### config.mk
export PLATFORM = sky130hd
export DESIGN_NAME = slot_ctrl_flat
export DESIGN_NICKNAME = d
export VERILOG_FILES = /design/src/rtl/slot_ctrl_if.sv /design/src/rtl/slot_ctrl.sv /design/src/flat_wrapper.sv
export SDC_FILE = /design/constraint.sdc
export NUM_CORES = 1
export LEC_CHECK = 0
export ABC_CLOCK_PERIOD_IN_PS = 5800
export CORE_AREA = 8 8 79 81
export DETAILED_ROUTE_END_ITERATION = 10
export DIE_AREA = 0 0 87 89
export PLACE_DENSITY = 0.7
export SLEW_MARGIN = 15
export SYNTH_ARGS = -nofsm -noshare
export SYNTH_HDL_FRONTEND = slang
export SYNTH_SLANG_ARGS = --single-unit
### constraint.sdc
create_clock -name clk -period 5.8 [get_ports clk]
set_clock_uncertainty 0.2 [all_clocks]
set_input_delay 0.58 -clock clk [delete_from_list [all_inputs] [get_ports clk]]
set_output_delay 0.58 -clock clk [all_outputs]
set_load 0.02 [all_outputs]
### src/rtl/slot_ctrl_if.sv
// Player/reel bus of the slot machine sequencer.
// Controller side is the slave modport; stimulus/panel side is master.
interface slot_ctrl_if;
    logic       coin;
    logic       btn_start;
    logic       btn_stop;
    logic [2:0] pic0;
    logic [2:0] pic1;
    logic [2:0] pic2;
    logic [2:0] reel_btn;
    logic [7:0] credit;
    logic [1:0] win;
    logic       busy;

    modport master (
        output coin, btn_start, btn_stop, pic0, pic1, pic2,
        input  reel_btn, credit, win, busy
    );

    modport slave (
        input  coin, btn_start, btn_stop, pic0, pic1, pic2,
        output reel_btn, credit, win, busy
    );
endinterface

### src/rtl/slot_ctrl.sv
// Three-reel slot game sequencer: credits, reel start/stop, scoring, payout.
// Optional SLOT_AUTO_STOP_EN adds a timed automatic stop per reel.
module slot_ctrl #(
    parameter int MIN_SPIN      = 16,
    parameter int AUTO_STOP_CYC = 1000,
    parameter int PAY_PAIR      = 2,
    parameter int PAY_TRIPLE    = 10,
    parameter int CREDIT_MAX    = 99
) (
    input logic        clk,
    input logic        clr,
    slot_ctrl_if.slave bus
);
    typedef enum logic [2:0] {
        IDLE,
        SPIN0,
        SPIN1,
        SPIN2,
        SETTLE,
        PAY
    } state_t;

    localparam int DW = $clog2(MIN_SPIN + AUTO_STOP_CYC + 2);
    localparam logic [DW-1:0] DWELL_MAX = '1;
    localparam logic [DW-1:0] MIN_D = DW'(MIN_SPIN);

    state_t        state_q, state_d;
    logic [DW-1:0] dwell_q, dwell_d;
    logic [2:0]    reel_q, reel_d;
    logic [7:0]    credit_q, credit_d;
    logic [1:0]    win_q, win_d;
    logic          busy_q, busy_d;

    logic       spinning;
    logic       stop_ok;
    logic       auto_stop;
    logic       stop_acc;
    logic       start_acc;
    logic       triple;
    logic       pair;
    logic [7:0] pay;
    logic [9:0] sum;

    assign spinning = (state_q == SPIN0) || (state_q == SPIN1) ||
                      (state_q == SPIN2);
    assign stop_ok  = spinning && (dwell_q >= MIN_D);

`ifdef SLOT_AUTO_STOP_EN
    localparam logic [DW-1:0] AUTO_D = DW'(MIN_SPIN + AUTO_STOP_CYC);
    assign auto_stop = spinning && (dwell_q >= AUTO_D);
`else
    assign auto_stop = 1'b0;
`endif

    // A manual press coinciding with the auto stop is still one stop.
    assign stop_acc  = stop_ok && (bus.btn_stop || auto_stop);
    assign start_acc = (state_q == IDLE) && bus.btn_start &&
                       (credit_q != 8'd0);

    always_comb begin
        triple = (bus.pic0 == bus.pic1) && (bus.pic1 == bus.pic2);
        pair   = !triple && ((bus.pic0 == bus.pic1) ||
                             (bus.pic1 == bus.pic2) ||
                             (bus.pic0 == bus.pic2));
        pay = 8'd0;
        if (state_q == PAY) begin
            unique case (1'b1)
                triple:  pay = 8'(PAY_TRIPLE);
                pair:    pay = 8'(PAY_PAIR);
                default: pay = 8'd0;
            endcase
        end
    end

    // Start debit only happens with credit >= 1, so no underflow here.
    always_comb begin
        sum = 10'(credit_q) + 10'(bus.coin) + 10'(pay) - 10'(start_acc);
        if (sum > 10'(CREDIT_MAX)) begin
            credit_d = 8'(CREDIT_MAX);
        end else begin
            credit_d = sum[7:0];
        end
    end

    always_comb begin
        state_d = state_q;
        reel_d  = reel_q;
        win_d   = win_q;
        unique case (state_q)
            IDLE: begin
                if (start_acc) begin
                    state_d = SPIN0;
                    reel_d  = 3'b000;
                    win_d   = 2'b00;
                end
            end
            SPIN0: begin
                if (stop_acc) begin
                    state_d   = SPIN1;
                    reel_d[0] = 1'b1;
                end
            end
            SPIN1: begin
                if (stop_acc) begin
                    state_d   = SPIN2;
                    reel_d[1] = 1'b1;
                end
            end
            SPIN2: begin
                if (stop_acc) begin
                    state_d   = SETTLE;
                    reel_d[2] = 1'b1;
                end
            end
            SETTLE: state_d = PAY;
            PAY: begin
                state_d = IDLE;
                win_d   = {triple, pair};
            end
            default: state_d = IDLE;
        endcase
    end

    always_comb begin
        if (state_d != state_q) begin
            dwell_d = '0;
        end else if (spinning && (dwell_q != DWELL_MAX)) begin
            dwell_d = dwell_q + 1'b1;
        end else begin
            dwell_d = dwell_q;
        end
        busy_d = (state_d != IDLE);
    end

    always_ff @(posedge clk) begin
        if (clr) begin
            state_q  <= IDLE;
            dwell_q  <= '0;
            reel_q   <= 3'b111;
            credit_q <= 8'd0;
            win_q    <= 2'b00;
            busy_q   <= 1'b0;
        end else begin
            state_q  <= state_d;
            dwell_q  <= dwell_d;
            reel_q   <= reel_d;
            credit_q <= credit_d;
            win_q    <= win_d;
            busy_q   <= busy_d;
        end
    end

    assign bus.reel_btn = reel_q;
    assign bus.credit   = credit_q;
    assign bus.win      = win_q;
    assign bus.busy     = busy_q;
endmodule
### src/flat_wrapper.sv
// flat-port wrapper written by rule: the top's interface ports become plain ports
module slot_ctrl_flat 
#(
    parameter int MIN_SPIN      = 16,
    parameter int AUTO_STOP_CYC = 1000,
    parameter int PAY_PAIR      = 2,
    parameter int PAY_TRIPLE    = 10,
    parameter int CREDIT_MAX    = 99
)
  (clk, clr, bus_coin, bus_btn_start, bus_btn_stop, bus_pic0, bus_pic1, bus_pic2, bus_reel_btn, bus_credit, bus_win, bus_busy);
  slot_ctrl_if bus_i ();
  input logic clk;
  input logic clr;
  input wire logic [$bits(bus_i.coin)-1:0] bus_coin;
  input wire logic [$bits(bus_i.btn_start)-1:0] bus_btn_start;
  input wire logic [$bits(bus_i.btn_stop)-1:0] bus_btn_stop;
  input wire logic [$bits(bus_i.pic0)-1:0] bus_pic0;
  input wire logic [$bits(bus_i.pic1)-1:0] bus_pic1;
  input wire logic [$bits(bus_i.pic2)-1:0] bus_pic2;
  output wire logic [$bits(bus_i.reel_btn)-1:0] bus_reel_btn;
  output wire logic [$bits(bus_i.credit)-1:0] bus_credit;
  output wire logic [$bits(bus_i.win)-1:0] bus_win;
  output wire logic [$bits(bus_i.busy)-1:0] bus_busy;
  assign bus_i.coin = bus_coin;
  assign bus_i.btn_start = bus_btn_start;
  assign bus_i.btn_stop = bus_btn_stop;
  assign bus_i.pic0 = bus_pic0;
  assign bus_i.pic1 = bus_pic1;
  assign bus_i.pic2 = bus_pic2;
  assign bus_reel_btn = bus_i.reel_btn;
  assign bus_credit = bus_i.credit;
  assign bus_win = bus_i.win;
  assign bus_busy = bus_i.busy;
  slot_ctrl #(.MIN_SPIN(MIN_SPIN), .AUTO_STOP_CYC(AUTO_STOP_CYC), .PAY_PAIR(PAY_PAIR), .PAY_TRIPLE(PAY_TRIPLE), .CREDIT_MAX(CREDIT_MAX)) u_core (.clk(clk), .clr(clr), .bus(bus_i));
endmodule
==> results of run 1 <==
==> final cells by class <==
| type | count | area [sq um] | share of cell area |
|---|---|---|---|
| Multi-Input combinational cell | 178 | 1260 | 0.552 |
| Clock buffer | 3 | 41.3 | 0.0180 |
| Inverter | 21 | 78.8 | 0.0344 |
| Timing Repair Buffer | 27 | 270 | 0.118 |
| Tap cell | 70 | 87.6 | 0.0382 |
| Clock inverter | 1 | 7.51 | 0.00328 |
| Sequential cell | 27 | 541 | 0.236 |
==> where the power goes <==
group | switching, mW | internal [mW]
Clock | 0.0581 | 0.0487
Sequential | 0.0149 | 0.197
Combinational | 0.150 | 0.121
Total | 0.223 | 0.367
==> cells in the final DEF (no fill, tap or decap), types with 3 or more instances in the layout <==
cell type / instances
a211oi_1: 4
a21oi_1: 9
a31oi_1: 3
and3_1: 6
clkbuf_8: 3
clkdlybuf4s50_1: 27
dfxtp_1: 27
ha_1: 15
inv_1: 21
nand2_1: 13
nand3_1: 10
nand4_1: 5
nor2_1: 29
nor3_1: 7
o21ai_0: 4
xnor2_1: 6
xor2_1: 24
==> path summary, 6_finish.rpt <==
kind                          start                     end  slack (ns)  depth (start not counted)
max                     bus_pic0[1]    u_core.bus.credit[3]        1.91                         15
min          u_core.bus.reel_btn[2]  u_core.bus.reel_btn[2]        0.29                          2
max reg2reg    u_core.bus.credit[4]    u_core.bus.credit[3]        2.11                         13
min reg2reg  u_core.bus.reel_btn[2]  u_core.bus.reel_btn[2]        0.29                          2
==> per-layer routing <==
layer  routed length [um]  GRT usage  vias up
met3                  176     0.0211        4
li1                     -          -      856
met4                   48     0.0360        0
met2                 1670      0.166       34
met5                    0          0        -
met1                 1960      0.132      765
==> state kept, by name, indices dropped and copies added (netlist names) <==
signal	count
u_core.bus.win	2
u_core.bus.busy	1
u_core.bus.reel_btn	3
u_core.state_q	3
u_core.bus.credit	8
u_core.dwell_q	10
==> cell usage after synthesis (2+ instances only) <==
master	number
nand4_1	5
o21bai_1	2
xor2_1	24
a21o_1	2
and4_1	2
nand2_1	13
a21oi_1	9
ha_1	15
xnor2_1	6
nand3_1	10
nor3_1	7
or4_4	2
clkbuf_1	3
nor2_1	29
or3_1	2
a211oi_1	4
nor2b_1	2
buf_6	2
dfxtp_1	27
buf_2	2
inv_1	21
nand2b_1	2
o21ai_0	4
a31oi_1	3
and3_1	6
==> worst register-to-register path, cell delays in order, from the launching register on <==
cell	delay, ns
dfxtp_1	0.37
or4_4	0.57
o2111ai_4	0.35
inv_1	0.09
ha_1	0.20
inv_1	0.06
ha_1	0.15
inv_1	0.05
fa_1	0.39
nand2b_1	0.19
a2111oi_0	0.50
a311oi_1	0.08
and4_1	0.24
and3_1	0.17
==> cells by family (layout without fill, tap and decap cells) <==
kind of cell    Yosys count  in the layout  share of synthesized area
buf+inv                  28             52                     0.0636
other cells               1              1                    0.00194
xor+xnor                 30             30                      0.136
fa+ha+maj                16             16                      0.108
simple gates             92             92                      0.255
flops                    27             27                      0.280
compound gates           39             39                      0.155
==> stage by stage <==
stage / cells / setup slack [ns] / power [mW]
2_1_floorplan: 233 / 2.34 / 0.424
3_3_place_gp: 323 / 1.72 / 0.484
3_5_place_dp: 323 / 1.66 / 0.489
4_1_cts: 327 / 1.93 / 0.594
5_1_grt: 327 / 1.62 / 0.636
6_report: 327 / 1.91 / 0.591
==> summary.md, run 1 <==
| Metric | Value |
|---|---|
| Via count | 1659 |
| Final net count | 288 |
| # setup viols final | 0 |
| CP max-delay cell | clkdlybuf4s50_1 |
| WS Path Type | in2reg |
| Root buf cell | clkbuf_8 |
| Synth area leader | dfxtp_1 |
| Worst setup SP type | primary input |
| Yosys top cell area share | 0.280 |
| DP HPWL | 3100 um |
| Chip height | 89 um |
| Cell Area, Synth | 0.00193 sq mm |
| CTS resizes | 0 |
| First-pass DRT Iterations | 4 |
| LEAKAGE | 0.909 nW |
| DR WL/cell | 11.8 um |
| Setup Buffers After CTS | 0 |
| # rows | 26 |
| Largest net degree at the start of global routing | 18 |
| Min-delay worst type | reg2reg |
| Worst-path clk slew | 0.09 ns |
| Top FF cell, synth | dfxtp_1 |
| Crit-path max FO | 7 |
| Core Util, Final | 0.460 |
| Initial DRC count | 62 |
| Least-Margin Pin Slew | 0.614 ns |
| Critical Path AT | 3.86 ns |
| Die width | 87 um |
| Die Area | 0.00774 sq mm |
| Global route overflow | 0 |
| Global placer's final weighted congestion | 0.839 |
| Clk_lat worst skew | 0.27 ns |
| Synth Warn # | 0 |
| Cell variety after synth | 54 |
| Top post-synthesis cells by area | dfxtp_1 28%, xor2_1 11%, ha_1 9.7%, nor2_1 5.6%, inv_1 4.1% |
| Post-synth EDFFs | 0 |
| IO Port Bufs | 27 |
| DP Area | 0.00224 sq mm |
| Async SR Flop Fraction | 0 |
| Layout cells sized above 1 | 0.0545 |
| Sequential area share after synthesis | 0.280 |
| Initial antenna violation count | 0 |
| FF+latch count, synth | 27 |
| CTS Buffer Depth | 2 |
| Max Slew Vio Count | 0 |
| Average cell area after synthesis | 8.28 sq um |
| CTS buffer count | 3 |
| Via density per instance | 5.07 |
| Core ar. | 0.00498 sq mm |
| Critical path's top delay family | simple AND/OR/NAND/NOR gates |
| Antenna cells | 0 |
| GRT Total Usage | 0.103 |
| Min Tclk post-route | 3.89 ns |
| Final wirelength | 3860 um |
| Post-route clock period utilization | 0.671 |
| Crit-path cells | clkdlybuf4s50_1, xor2_1, nor3_1, or3_1, nand2_1, ha_1, inv_1, ha_1, inv_1, fa_1, nand2b_1, a2111oi_0, a311oi_1, and4_1, and3_1 |
| Top-level I/O count | 28 |
| CTS tree | built |
| CP Capture Type | register |
| Final hold slack | 0.290 ns |
| Post-route ant nets | 0 |
| Req. time, crit path | 5.77 ns |
| Max frequency | 257 MHz |
| DRC | 0 |
| Worst vdd ir | 0.0970 mV |
| CP peak stage delay | 0.51 ns |
| Pwr dens | 258 mW/mm^2 |
| Clk sinks | 27 |
| Syn_nets | 263 |
| Syn Inst Count | 233 |
| Status | complete, no violations |
| Fin area | 0.00229 sq mm |
| Layout Area Growth over Synthesis | 18.8% |
| H-tree depth | 1 |
| Setup TNS | 0 ns |
| Hold_buf cts | 0 |
| Worst slew margin | 0.589 |
| Starting Density | 0.387 |
| Fill cells | 492 |
| First-pass GRT wire length | 6670 um |
| CP Buf/Inv Count | 3 |
| Final hold vios | 0 |
| RSZ-0062 raised after global routing | false |
| Max-cap violations | 0 |
| Vias in the first global route | 1586 |
Power figures use the tool's default switching activity.
==> run 2: changes to the inputs <==
- ABC_CLOCK_PERIOD_IN_PS: 5800 -> 3200
- PLACE_DENSITY: 0.7 -> 0.73
- clock period: 5.8 -> 3.2 ns (I/O delays scaled with it)
==> run 2 against run 1 <==
The run now ends with setup timing left. Sequential cell count did not move. Cell area rose by 20%. Cell count rose by 15%. Clock power rose by 78%. Register-to-register slack got worse by 2.1 ns. Critical path depth did not move. Core utilization rose by 9.4 points. Via count rose by 11%. Die area did not move. Power rose by 130%. Critical path type unchanged. Largest cell class unchanged. Highest routed layer unchanged.
==> summary.md, run 2 (synthesis results as in run 1) <==
| Metric | Value |
|---|---|
| Clk pwr share | 0.141 (was 0.181) |
| CP peak stage delay | 0.42 ns (was 0.51 ns) |
| Most flops, register | u_core.dwell_q (unchanged) |
| CTS Buffer Depth | 2 (unchanged) |
| Post-route clock period utilization | 1.01 |
| CP Buf/Inv Count | 5 (was 3) |
| Critical path's top delay family | adder cells (was simple AND/OR/NAND/NOR gates) |
| Status | complete, but fails checks (was complete, no violations) |
| Most common cell after layout, fill and taps aside | buf_4 (was nor2_1) |
| WHS Path Cells | 2 (unchanged) |
| Starting Density | 0.387 (unchanged) |
| Failing checks | setup timing |
| R2R depth | 14 (was 13) |
| DR WL/cell | 12.3 um (was 11.8 um) |
| Die width | 87 um (unchanged) |
| DRC | 0 (unchanged) |
| Min-delay worst type | reg2reg (unchanged) |
| Post-route ant nets | 0 (unchanged) |
| Chip height | 89 um (unchanged) |
| Commonest cells after routing, fill and taps aside | 47 x buf_4, 28 x nor2_1, 24 x xor2_1 (was 29 x nor2_1, 27 x clkdlybuf4s50_1, 27 x dfxtp_1) |
| Via density per instance | 4.89 (was 5.07) |
| Via count | 1834 (was 1659) |
| Layout Area Growth over Synthesis | 43.2% (was 18.8%) |
| Reg2Reg Setup Slack | 0 ns (was 2.11 ns) |
| Max Slew Vio Count | 0 (unchanged) |
| # rows | 26 (unchanged) |
| Worst-path clk slew | 0.09 ns (about the same) |
| Worst setup SP type | primary input (unchanged) |
| IO Port Bufs | 27 (unchanged) |
| Critical Path AT | 3.19 ns (was 3.86 ns) |
| Largest net degree at the start of global routing | 18 (unchanged) |
| First-pass GRT wire length | 7980 um (was 6670 um) |
| Core ar. | 0.00498 sq mm (unchanged) |
| Sw power | 0.479 mW (was 0.223 mW) |
| Max FFs per register | 10 (unchanged) |
| Final wirelength | 4610 um (was 3860 um) |
| RR Startpoint | u_core.bus.credit[3] (was u_core.bus.credit[4]) |
| Final Worst Setup Slack | -0.0191 ns (was 1.91 ns) |
| Hold Startpoint | u_core.bus.win[1] (was u_core.bus.reel_btn[2]) |
| CTS tree | built (unchanged) |
| LEAKAGE | 1.17 nW (was 0.909 nW) |
| DP HPWL | 3560 um (was 3100 um) |
| DP Area | 0.00261 sq mm (was 0.00224 sq mm) |
| Clk_lat worst skew | 0.27 ns (about the same) |
| Die Area | 0.00774 sq mm (unchanged) |
| Setup TNS | -0.0487 ns (was 0 ns) |
| CP max-delay cell | clkdlybuf4s50_1 (unchanged) |
| Clk sinks | 27 (unchanged) |
| CTS buffer count | 3 (unchanged) |
| CP Capture Type | register (unchanged) |
| Reg power frac | 0.278 (was 0.359) |
| Root buf cell | clkbuf_8 (unchanged) |
| # setup viols final | 3 (was 0) |
| Initial antenna violation count | 0 (unchanged) |
| Hold EP | u_core.bus.win[1] (was u_core.bus.reel_btn[2]) |
| Max frequency | 311 MHz |
| Final net count | 336 (was 288) |
| Crit-path max FO | 7 (unchanged) |
| Vias in the first global route | 1827 (was 1586) |
| H-tree depth | 1 (unchanged) |
| Req. time, crit path | 3.17 ns (was 5.77 ns) |
| Layout cells sized above 1 | 0.282 (was 0.0545) |
| Antenna cells | 0 (unchanged) |
| Worst slew margin | 0.583 (was 0.589) |
| CP Depth | 15 (unchanged) |
| GRT Total Usage | 0.123 (was 0.103) |
| Final hold vios | 0 (unchanged) |
| Sw Ratio | 0.356 (was 0.378) |
| Global route overflow | 0 (unchanged) |
| Global placer's final weighted congestion | 0.845 (was 0.839) |
| Top-level I/O count | 28 (unchanged) |
| Combinational share of power | 0.580 (was 0.460) |
| Initial DRC count | 91 (was 62) |
| WS Path Type | in2reg (unchanged) |
| Int Power | 0.867 mW (was 0.367 mW) |
| Max-cap violations | 0 (unchanged) |
| Min Tclk post-route | 3.22 ns |
| RSZ-0062 raised after global routing | true (was false) |
| RR Endpoint | u_core.bus.credit[3] (unchanged) |
| Worst vdd ir | 0.301 mV (was 0.0970 mV) |
| First-pass DRT Iterations | 4 (unchanged) |
| Crit-path cells | clkdlybuf4s50_1, ha_2, ha_2, inv_1, ha_1, inv_2, ha_4, inv_2, fa_2, nand2b_4, buf_6, a2111oi_4, a311oi_1, and4_4, and3_4 (was clkdlybuf4s50_1, xor2_1, nor3_1, or3_1, nand2_1, ha_1, inv_1, ha_1, inv_1, fa_1, nand2b_1, a2111oi_0, a311oi_1, and4_1, and3_1) |
| Pwr dens | 488 mW/mm^2 (was 258 mW/mm^2) |
| Least-Margin Pin Slew | 0.623 ns (was 0.614 ns) |
| Fin area | 0.00276 sq mm (was 0.00229 sq mm) |
==> run 2: worst max path at each step <==
stage	startpoint	endpoint
floorplan	u_core.bus.credit[1]	u_core.bus.credit[3]
CTS	u_core.bus.credit[5]	u_core.bus.credit[3]
finish	bus_coin	u_core.bus.credit[3]
detailed placement	bus_pic0[2]	u_core.bus.credit[3]
global placement	bus_pic0[1]	u_core.bus.credit[1]
global route	u_core.bus.credit[3]	u_core.bus.credit[0]
==> run 2: worst reg2reg max path, cell delays in order, from the launching register on <==
cell and delay, ns:
dfxtp_2 0.33, or4_4 0.55, o2111ai_4 0.22, inv_1 0.07, ha_2 0.17, inv_2 0.07
ha_4 0.13, inv_2 0.03, fa_2 0.33, nand2b_4 0.16, buf_6 0.12, a2111oi_4 0.29
a311oi_1 0.08, and4_4 0.22, and3_4 0.17
==> run 2: through the flow <==
step	total power [mW]	hold slack, ns	worst slack (ns)	util	std cells
floorplan	0.791	0.262	-0.0907	-	233
global placement	1.08	0.257	-0.499	0.524	368
detailed placement	1.09	0.263	-0.557	0.524	368
CTS	1.30	0.280	-0.0773	0.538	373
global route	1.45	0.302	-0.111	0.555	375
finish	1.35	0.275	-0.0191	0.555	375
==> run 2: area by class of cell <==
cell class                 instances  area (sq um)
fill                             463          2220
multi-input combinational        178          1380
timing repair buffer              75           623
sequential                        27           549
tap                               70          87.6
inverter                          21          78.8
clock buffer                       4          45.0
==> run 2: repair_timing <==
item                                    4_1_cts  5_1_grt
gates resized for setup                      18       12
hold buffers                                  0        0
pin swaps                                    15       14
endpoints found under the setup margin        7        7
buffers inserted                              1        2
==> run 2: metal layers <==
layer  wire length (um)  GRT usage
met2               2180      0.219
met5                  0          0
met1               2190      0.147
met3                198     0.0303
met4                 38     0.0235
==> run 2: power by group through the flow <==
| stage | registers, mW | clock network [mW] | logic (mW) |
|---|---|---|---|
| 4_1_cts | 0.375 | 0.192 | 0.737 |
| 5_1_grt | 0.378 | 0.212 | 0.856 |
| 6_report | 0.375 | 0.190 | 0.781 |
| 3_3_place_gp | 0.382 | 0 | 0.696 |
| 2_1_floorplan | 0.412 | 0 | 0.379 |
| 3_5_place_dp | 0.382 | 0 | 0.706 |
==> variant, RTL diff (config.mk and constraints of run 1) <==
`AUTO_STOP_CYC` is set to 1000 in 2 places; all go to 2000.
--- a/src/rtl/slot_ctrl.sv
+++ b/src/rtl/slot_ctrl.sv
@@ -2,7 +2,7 @@
 // Optional SLOT_AUTO_STOP_EN adds a timed automatic stop per reel.
 module slot_ctrl #(
     parameter int MIN_SPIN      = 16,
-    parameter int AUTO_STOP_CYC = 1000,
+    parameter int AUTO_STOP_CYC = 2000,
     parameter int PAY_PAIR      = 2,
     parameter int PAY_TRIPLE    = 10,
     parameter int CREDIT_MAX    = 99
--- a/src/flat_wrapper.sv
+++ b/src/flat_wrapper.sv
@@ -2,7 +2,7 @@
 module slot_ctrl_flat 
 #(
     parameter int MIN_SPIN      = 16,
-    parameter int AUTO_STOP_CYC = 1000,
+    parameter int AUTO_STOP_CYC = 2000,
     parameter int PAY_PAIR      = 2,
     parameter int PAY_TRIPLE    = 10,
     parameter int CREDIT_MAX    = 99
Check against the original RTL: no difference found for any inputs over 10 cycles, from zero or initial values; that may be too few to reach the edited logic, so the function may still have changed.
==> variant against run 1 <==
Register-to-register slack improved by 0.17 ns. Worst setup slack improved by 0.085 ns. Die area unchanged. Synthesized area decreased by 2.9%. Highest routed layer unchanged. Sequential cell count increased by 1. Non-clock buffer count unchanged. Wire length increased by 6.4%. Largest cell class unchanged. Cell area decreased by 0.87%.
Power is not compared: it rests on default switching activity, and its combinational part moved more than twofold at a synthesized area within 25%.
==> variant: results (changes against run 1) <==
stage,metric,value,unit,change
run_status,status,"finished, final reports clean",,
worst_hold_path,hp-class,reg -> reg,,
routing,wl_met3,260,um,+48%
logic_synthesis,synth_compound_area_share,14.1,%,-1.4 points
logic_synthesis,syn_nets,252,,-4.2%
power,pg_seq,0.264,mW,
global_routing,grt_use_met1,13.5,%,+0.29 points
setup_path,rr_worst_depth,11,,-2
layout,inv_count,22,,+4.8%
clock_network,postCtsSetupBuffers,0,,unchanged
global_routing,grt_max_degree,17,,-1
clock_network,clk_path_buf_depth,2,,unchanged
routing,detailedRoute.firstIterationViolations,100,,+61%
clock_network,ctsResizeCount,0,,unchanged
power,power_switching,0.508,mW,
layout,final_layout_size_suffix_gt1_share,4.84,%,-0.61 points
layout,buffer_area_share,11.9,%,+0.10 points
routing,top_layer_used,met4,,
logic_synthesis,synthAdderAreaFrac,11.1,%,+0.32 points
power,power.static_leakage,0.955,nW,
global_routing,grt_util_all_layers,11.2,%,+0.95 points
layout,regArea,561,sq um,+3.7%
logic_synthesis,yosys.area_share.xor_xnor,13.6,%,-0.058 points
timing,slew_headroom,55.0,%,-3.9 points
layout,n_all_buffers,27,,unchanged
place,hpwlAfterDp,3240,um,+4.8%
layout,largest_reg_flops,11,,+1
clock_network,cts.clk_slew.worst_paths,0.09,ns,about the same
place,pre_cts_ws,1.72,ns,+0.0620 ns
routing,wl_met2,1900,um,+14%
routing,wl_met1,1910,um,-2.7%
routing,viasPerCell,5.09,,+0.41%
place,place_congestion,0.846,,+0.82%
logic_synthesis,synth-main-ff-cell,dfxtp_1,,
logic_synthesis,ys_seq_area_share,29.9,%,+1.9 points
global_routing,grt_pass1_vias,1563,,-1.5%
layout,clock_area_share,3.14,%,+1.0 points
global_routing,grt_use_met3,3.68,%,+1.6 points
setup_path,crit_arrival,3.83,ns,-0.03 ns
global_routing,antenna_found_initial,0,,unchanged
logic_synthesis,yosys-top-cells-count,"28 x dfxtp_1, 24 x xor2_1, 21 x inv_1",,
layout,final_nets,279,,-3.1%
layout,multiInputGateArea,1200,sq um,-5.2%
power,peakVddDrop,0.000202,V,
worst_hold_path,holdPathStages,2,,unchanged
routing,drt_first_pass_iters,4,,unchanged
layout,antenna_cells,0,,unchanged
routing,post_drt_wl_per_cell,12.9,um,+9.4%
global_routing,grt_first_pass_wirelength,7120,um,+6.7%
clock_network,cts.sinks,28,,+3.7%
logic_synthesis,yosysUniqueCellTypes,47,,-13%
logic_synthesis,muxShareOfSynthArea,1.07,%,+1.1 points
layout,multi_input_gates,167,,-6.2%
global_routing,grt.met2_usage,19.2,%,+2.6 points
logic_synthesis,async_reset_ff_share,0,%,unchanged
logic_synthesis,synthTopCellsByArea,"dfxtp_1 30%, xor2_1 11%, ha_1 10%",,
layout,fill_cells,486,,-1.2%
==> variant: changes by cell type in the layout (fill, tap and decap cells not counted), sizes merged, moves of 2 or more <==
cell / run 1 / this run
nor2: 29 / 19
nand4: 5 / 7
a221oi: 0 / 2
or4: 3 / 1
a21oi: 10 / 16
and4: 2 / 6
nand3: 12 / 8
mux2i: 0 / 2
a211oi: 4 / 0
o21bai: 2 / 0
==> variant: kinds of logic (layout without fill, tap and decap cells) <==
kind of cell | count (synthesis) | count (layout)
muxes | 2 | 2
buffers and inverters | 27 | 53
and+or+nand+nor | 80 | 80
other | 1 | 1
DFF | 28 | 28
adders and majority gates | 16 | 16
AOI/OAI and AO/OA | 39 | 39
xor gates and xnor gates | 29 | 29
==> variant: worst paths after layout <==
check / startpoint / end / slack [ns]
worst max-delay path: bus_pic1[1] / u_core.bus.credit[2] / 2.00
worst min-delay path: u_core.bus.win[1] / u_core.bus.win[1] / 0.28
worst max register to register: u_core.state_q[2] / u_core.bus.credit[2] / 2.28
worst min register to register: u_core.bus.win[1] / u_core.bus.win[1] / 0.28
==> variant: critical path: stages <==
cell             delay [ns]
clkdlybuf4s50_1        0.45
xor2_1                 0.18
nor3_1                 0.29
or3_1                  0.18
nand2_1                0.06
ha_1                   0.29
inv_1                  0.04
ha_1                   0.23
fa_1                   0.42
and3_1                 0.19
o21ai_0                0.21
mux2i_1                0.20
and4_1                 0.31
and4_1                 0.21
==> variant: through the flow <==
stage | hold slack (ns) | area (sq um) | instances
detailed placement | 0.259 | 2200 | 314
floorplan | 0.256 | 1870 | 222
global route | 0.298 | 2270 | 318
finish | 0.281 | 2270 | 318
global placement | 0.258 | 2200 | 314
CTS | 0.283 | 2270 | 318
